--- src/rtl/paddle_cmd_rx.sv ---
// paddle_cmd_rx: turns 4-byte command packets (HDR, PLAYER, CMD, CHK) from a
// received payload stream into left/right paddle keycodes. Each command is
// held for HOLD_FRAMES frame ticks and then falls back to idle (8'h00).
module paddle_cmd_rx #(
    parameter logic [7:0]  HDR         = 8'hA5,
    parameter int unsigned HOLD_FRAMES = 4
) (
    input  logic        clk,
    input  logic        rst_n,
    input  logic [7:0]  rx_data,
    input  logic        rx_valid,
    input  logic        rx_last,
    output logic        rx_ready,
    input  logic        frame_tick,
    output logic [7:0]  keycode_left,
    output logic [7:0]  keycode_right,
    output logic        pkt_ok,
    output logic        pkt_err,
    output logic [15:0] err_count
);

    typedef enum logic [2:0] {
        ST_IDLE       = 3'd0,
        ST_GET_PLAYER = 3'd1,
        ST_GET_CMD    = 3'd2,
        ST_GET_CHK    = 3'd3,
        ST_COMMIT     = 3'd4,
        ST_DRAIN      = 3'd5
    } state_t;

    localparam logic [7:0] HOLD_LOAD = 8'(HOLD_FRAMES);

    // Packet check byte: XOR of the three leading bytes.
    function automatic logic [7:0] pkt_chk(input logic [7:0] hdr,
                                           input logic [7:0] player,
                                           input logic [7:0] cmd);
        return hdr ^ player ^ cmd;
    endfunction

    // Error counter increment that sticks at all-ones instead of wrapping.
    function automatic logic [15:0] sat_inc(input logic [15:0] cnt);
        return (cnt == 16'hFFFF) ? cnt : cnt + 16'd1;
    endfunction

    state_t      state_r;
    logic [7:0]  player_r;
    logic [7:0]  cmd_r;
    logic        pkt_ok_r;
    logic        pkt_err_r;
    logic [15:0] err_count_r;
    logic [7:0]  key_left_r;
    logic [7:0]  key_right_r;
    logic [7:0]  hold_left_r;
    logic [7:0]  hold_right_r;

    logic xfer_s;
    logic commit_left_s;
    logic commit_right_s;

    // The only state that refuses bytes is the single commit cycle.
    assign rx_ready       = (state_r != ST_COMMIT);
    assign xfer_s         = rx_valid && rx_ready;
    assign commit_left_s  = (state_r == ST_COMMIT) && (player_r == 8'd0);
    assign commit_right_s = (state_r == ST_COMMIT) && (player_r == 8'd1);

    assign keycode_left  = key_left_r;
    assign keycode_right = key_right_r;
    assign pkt_ok        = pkt_ok_r;
    assign pkt_err       = pkt_err_r;
    assign err_count     = err_count_r;

    // Packet parser FSM with registered ok/error pulses and error counter.
    always_ff @(posedge clk or negedge rst_n) begin
        if (!rst_n) begin
            state_r     <= ST_IDLE;
            player_r    <= 8'h00;
            cmd_r       <= 8'h00;
            pkt_ok_r    <= 1'b0;
            pkt_err_r   <= 1'b0;
            err_count_r <= 16'h0000;
        end else begin
            pkt_ok_r  <= 1'b0;
            pkt_err_r <= 1'b0;
            case (state_r)
                ST_IDLE: begin
                    if (xfer_s) begin
                        if ((rx_data == HDR) && !rx_last) begin
                            state_r <= ST_GET_PLAYER;
                        end else begin
                            pkt_err_r   <= 1'b1;
                            err_count_r <= sat_inc(err_count_r);
                            // A bad header mid-packet must swallow the rest quietly.
                            state_r     <= ((rx_data != HDR) && !rx_last) ? ST_DRAIN : ST_IDLE;
                        end
                    end
                end
                ST_GET_PLAYER: begin
                    if (xfer_s) begin
                        player_r <= rx_data;
                        if (rx_last) begin
                            pkt_err_r   <= 1'b1;
                            err_count_r <= sat_inc(err_count_r);
                            state_r     <= ST_IDLE;
                        end else begin
                            state_r <= ST_GET_CMD;
                        end
                    end
                end
                ST_GET_CMD: begin
                    if (xfer_s) begin
                        cmd_r <= rx_data;
                        if (rx_last) begin
                            pkt_err_r   <= 1'b1;
                            err_count_r <= sat_inc(err_count_r);
                            state_r     <= ST_IDLE;
                        end else begin
                            state_r <= ST_GET_CHK;
                        end
                    end
                end
                ST_GET_CHK: begin
                    if (xfer_s) begin
                        if (!rx_last) begin
                            pkt_err_r   <= 1'b1;
                            err_count_r <= sat_inc(err_count_r);
                            state_r     <= ST_DRAIN;
                        end else if ((player_r > 8'd1) || (cmd_r > 8'd2) ||
                                     (rx_data != pkt_chk(HDR, player_r, cmd_r))) begin
                            pkt_err_r   <= 1'b1;
                            err_count_r <= sat_inc(err_count_r);
                            state_r     <= ST_IDLE;
                        end else begin
                            // Pulse lines up with the commit cycle itself.
                            pkt_ok_r <= 1'b1;
                            state_r  <= ST_COMMIT;
                        end
                    end
                end
                ST_COMMIT: begin
                    state_r <= ST_IDLE;
                end
                ST_DRAIN: begin
                    if (xfer_s && rx_last) begin
                        state_r <= ST_IDLE;
                    end
                end
                default: begin
                    state_r <= ST_IDLE;
                end
            endcase
        end
    end

    // Per-player keycode hold: commit reloads (and beats a same-cycle tick),
    // otherwise each frame tick counts down and clears the keycode at zero.
    always_ff @(posedge clk or negedge rst_n) begin
        if (!rst_n) begin
            key_left_r   <= 8'h00;
            key_right_r  <= 8'h00;
            hold_left_r  <= 8'h00;
            hold_right_r <= 8'h00;
        end else begin
            if (commit_left_s) begin
                key_left_r  <= cmd_r;
                hold_left_r <= HOLD_LOAD;
            end else if (frame_tick && (hold_left_r != 8'h00)) begin
                hold_left_r <= hold_left_r - 8'd1;
                if (hold_left_r == 8'd1) begin
                    key_left_r <= 8'h00;
                end
            end
            if (commit_right_s) begin
                key_right_r  <= cmd_r;
                hold_right_r <= HOLD_LOAD;
            end else if (frame_tick && (hold_right_r != 8'h00)) begin
                hold_right_r <= hold_right_r - 8'd1;
                if (hold_right_r == 8'd1) begin
                    key_right_r <= 8'h00;
                end
            end
        end
    end

endmodule

--- config.mk ---
export PLATFORM = sky130hd
export DESIGN_NAME = paddle_cmd_rx
export DESIGN_NICKNAME = d
export VERILOG_FILES = /design/src/rtl/paddle_cmd_rx.sv
export SDC_FILE = /design/constraint.sdc
export NUM_CORES = 1
export LEC_CHECK = 0
export BUFFER_PORTS_ARGS = -buffer_cell sky130_fd_sc_hd__buf_2
export CORE_MARGIN = 1.5
export CORE_UTILIZATION = 45
export CTS_BUF_LIST = sky130_fd_sc_hd__clkbuf_4 sky130_fd_sc_hd__clkbuf_8
export DETAILED_ROUTE_END_ITERATION = 10
export SETUP_SLACK_MARGIN = 0.15
export SLEW_MARGIN = 20
export SYNTH_ARGS = -nofsm -noshare
export SYNTH_HDL_FRONTEND = slang
export SYNTH_SLANG_ARGS = --single-unit
--- constraint.sdc ---
create_clock -name clk -period 2.7 [get_ports clk]
set_clock_uncertainty 0.15 [all_clocks]
set_input_delay 0.81 -clock clk [delete_from_list [all_inputs] [get_ports clk]]
set_output_delay 0.81 -clock clk [all_outputs]
set_load 0.01 [all_outputs]
==> impl_metrics.ini <==
[synth]
synthDistinctLibCells = 49
ys_warn_count = 0
synth-simple-area-share_pct = 18.7
yosysSeqAreaShare_pct = 49.0
synth_compound_area_share_pct = 10.7
async_reset_ff_share_pct = 100
synth_area_leaders = dfrtp_1 (49%), xnor2_1 (7.0%), mux2_2 (5.1%), a22o_1 (3.5%), nor2_1 (3.0%)
syn_area_per_cell_um2 = 11.6
synthesis.nets = 323
synth_largest_area_cell = dfrtp_1
syn_area_mm2 = 0.00352
synth_adder_area_share_pct = 2.49
synthXorXnorAreaFrac_pct = 10.9
synthMuxAreaShare_pct = 5.12
syn_inst = 303
synth-edff-count = 0
synth_top_area_share_pct = 49.0
ys_seq_elements = 69
synth_top_family_by_area = simple AND/OR/NAND/NOR gates
ys.flop_type = dfrtp_1

[power]
peakVddDrop_mv = 0.476
p_sw_mw = 1.44
swShare_pct = 37.3
p_leak_nw = 1.89
clock_power_share_pct = 19.3
power_frac_seq_pct = 46.6
combPwrFrac_pct = 34.1
finalPower_mw = 3.86
p_int_mw = 2.42
powerDensity_mw_per_mm2 = 946

[sta]
rsz0062_at_grt = false
min_period_ns = 2.33
maxSlewViolCount = 0
worstMarginPinSlew_ns = 0.723
fin_setup_tns_ns = 0
finalSetupViolations = 0
finalHoldViolations = 0
fmax_mhz = 429
period_share_pct = 86.3
slew_headroom_pct = 51.2

[grt]
use_met3_pct = 4.61
grt_pass1_vias = 2461
gr-total-overflow = 0
grt_max_degree = 70
met1_usage_pct = 25.7
global_route.usage.total_pct = 18.9
use_met2_pct = 29.2
grt_pass1_wl_um = 12200
gr-max-usage-layer = met2
antenna_found_initial = 0

[final_layout]
antennaDiodeCount = 0
fin_area_mm2 = 0.00408
fin_util_pct = 53.3
fin_nets = 385
layout_commonest_cell = dfrtp_1
instances_no_fill = 471
synthToLayoutAreaGrowth_pct = 15.8
layout-drive-gt1-share_pct = 31.2
final_cell_mix = dfrtp_1 (69), buf_2 (47), nor2_1 (28), xnor2_1 (28), nand2_1 (17)

[critical_path]
r2r-end = err_count[1]
crit_type = reg2out
arrival_ns = 1.37
max_stage_delay_ns = 0.45
critPathLaunchType = register
cp-end-kind = output pin
crit_slowest_cell = dfrtp_1
cp.buffers_inverters = 1
crit_family = flip-flops
worst_r2r_path_depth = 6
ff2ff_setup_slack_ns = 0.51
reg2reg_from = player_r[4]
path_max_fanout = 8
required_ns = 1.74
crit_chain = nor2_1 > nand2_1 > buf_2

[floorplanning]
core.rowCount = 32
die_y_um = 91.5
core_area_mm2 = 0.00765
ioPinCount = 48
start_util_pct = 46.0
die_w_um = 91.5
dieArea_mm2 = 0.00836

[clocking]
clockBufferDepth = 2
root_buffer = clkbuf_8
clkLatencyLatePin_ns = 0.34
cts_resized = 0
path_clk_slew_ns = 0.07
postCtsSetupBuffers = 0
ctsHoldBuffers = 0
h-tree-depth = 3
clock-sinks = 69
numCtsBuffers = 9
cts_tree = yes

[route]
dr_total_vias = 2536
drt_pass1_iterations = 4
drt_iter0_drc = 88
via_per_inst = 5.38
routedWlPerCell_um = 15.5
postRouteAntennaNets = 0
routed_wl_um = 7310
drcViolationCount = 0

[job]
cap_viol_max_count = 0

[placement]
dpl_cell_area_mm2 = 0.00391
dpl.cell_count = 456
dp.final_hpwl_um = 5060
gp_congestion = 0.881
io_buffers = 47

[hold_path]
hold_path_class = in2async

[status]
outcome = finished, final reports clean
## cells in the mapped netlist (4+ instances only)
| master | number |
|---|---|
| o22ai_1 | 5 |
| nand4_1 | 9 |
| a22o_1 | 14 |
| nor3_1 | 4 |
| nand3_2 | 4 |
| mux2_2 | 16 |
| inv_1 | 9 |
| nor2_1 | 28 |
| o21ai_0 | 5 |
| nand3_1 | 8 |
| nand2_1 | 17 |
| ha_1 | 7 |
| and3_1 | 12 |
| a211oi_1 | 4 |
| xnor2_1 | 28 |
| nand2b_1 | 4 |
| xor2_1 | 10 |
| dfrtp_1 | 69 |
## metrics by stage
step | setup slack [ns] | hold slack, ns
floorplan | 0.257 | 0.356
global placement | 0.128 | 0.324
detailed placement | 0.104 | 0.327
CTS | 0.353 | 0.337
global route | 0.283 | 0.350
finish | 0.370 | 0.320
## registers in the layout, summed over array words and instances (netlist names)
| name | flops |
|---|---|
| cmd_r | 8 |
| err_count | 16 |
| hold_left_r | 8 |
| hold_right_r | 8 |
| keycode_left | 8 |
| keycode_right | 8 |
| pkt_err | 1 |
| pkt_ok | 1 |
| player_r | 8 |
| state_r | 3 |
## cells by family after synthesis
| logic type | after synthesis |
|---|---|
| flip-flops | 69 |
| buffers and inverters | 16 |
| AND/OR/NAND/NOR | 111 |
| multiplexers | 16 |
| adder cells (fa/ha/maj) | 7 |
| XOR/XNOR | 40 |
| AO/OA/AOI/OAI | 44 |
## worst register-to-register path, stage by stage (launching register included)
cell and delay [ns]:
dfrtp_1 0.42, nor4_1 0.45, o211ai_1 0.19, nor4_2 0.29
nand3_2 0.13, nand2_1 0.11, mux2_2 0.34
## metal layers
metal / part of all wire [%] / vias to the layer above
met4: 1.5 / 0
met5: 0 / -
met2: 46 / 68
met1: 48 / 1227
met3: 5.1 / 13
li1: - / 1228
## worst max path at each step
stage	cells past startpoint	end	from
6_report	3	rx_ready	state_r[0]
5_1_grt	3	rx_ready	state_r[0]
3_5_place_dp	8	pkt_err	rx_data[4]
3_3_place_gp	7	err_count[1]	rx_data[4]
2_1_floorplan	6	err_count[1]	rx_data[4]
4_1_cts	3	rx_ready	state_r[0]
## power groups by stage
stage          sequential, mW  clock (mW)  combinational [mW]
2_1_floorplan            1.70           0                1.04
3_3_place_gp             1.81           0                1.29
3_5_place_dp             1.81           0                1.31
4_1_cts                  1.80       0.780                1.32
5_1_grt                  1.85       0.812                1.47
6_report                 1.80       0.746                1.32
## cell type report
type / count / area [µm²]
inverter: 9 / 33.8
multi-input combinational: 218 / 1690
sequential: 69 / 1730
timing repair buffer: 58 / 330
clock buffer: 13 / 160
fill: 711 / 3570
tap: 102 / 128
clock inverter: 2 / 10.0
Power figures use the tool's default switching activity.
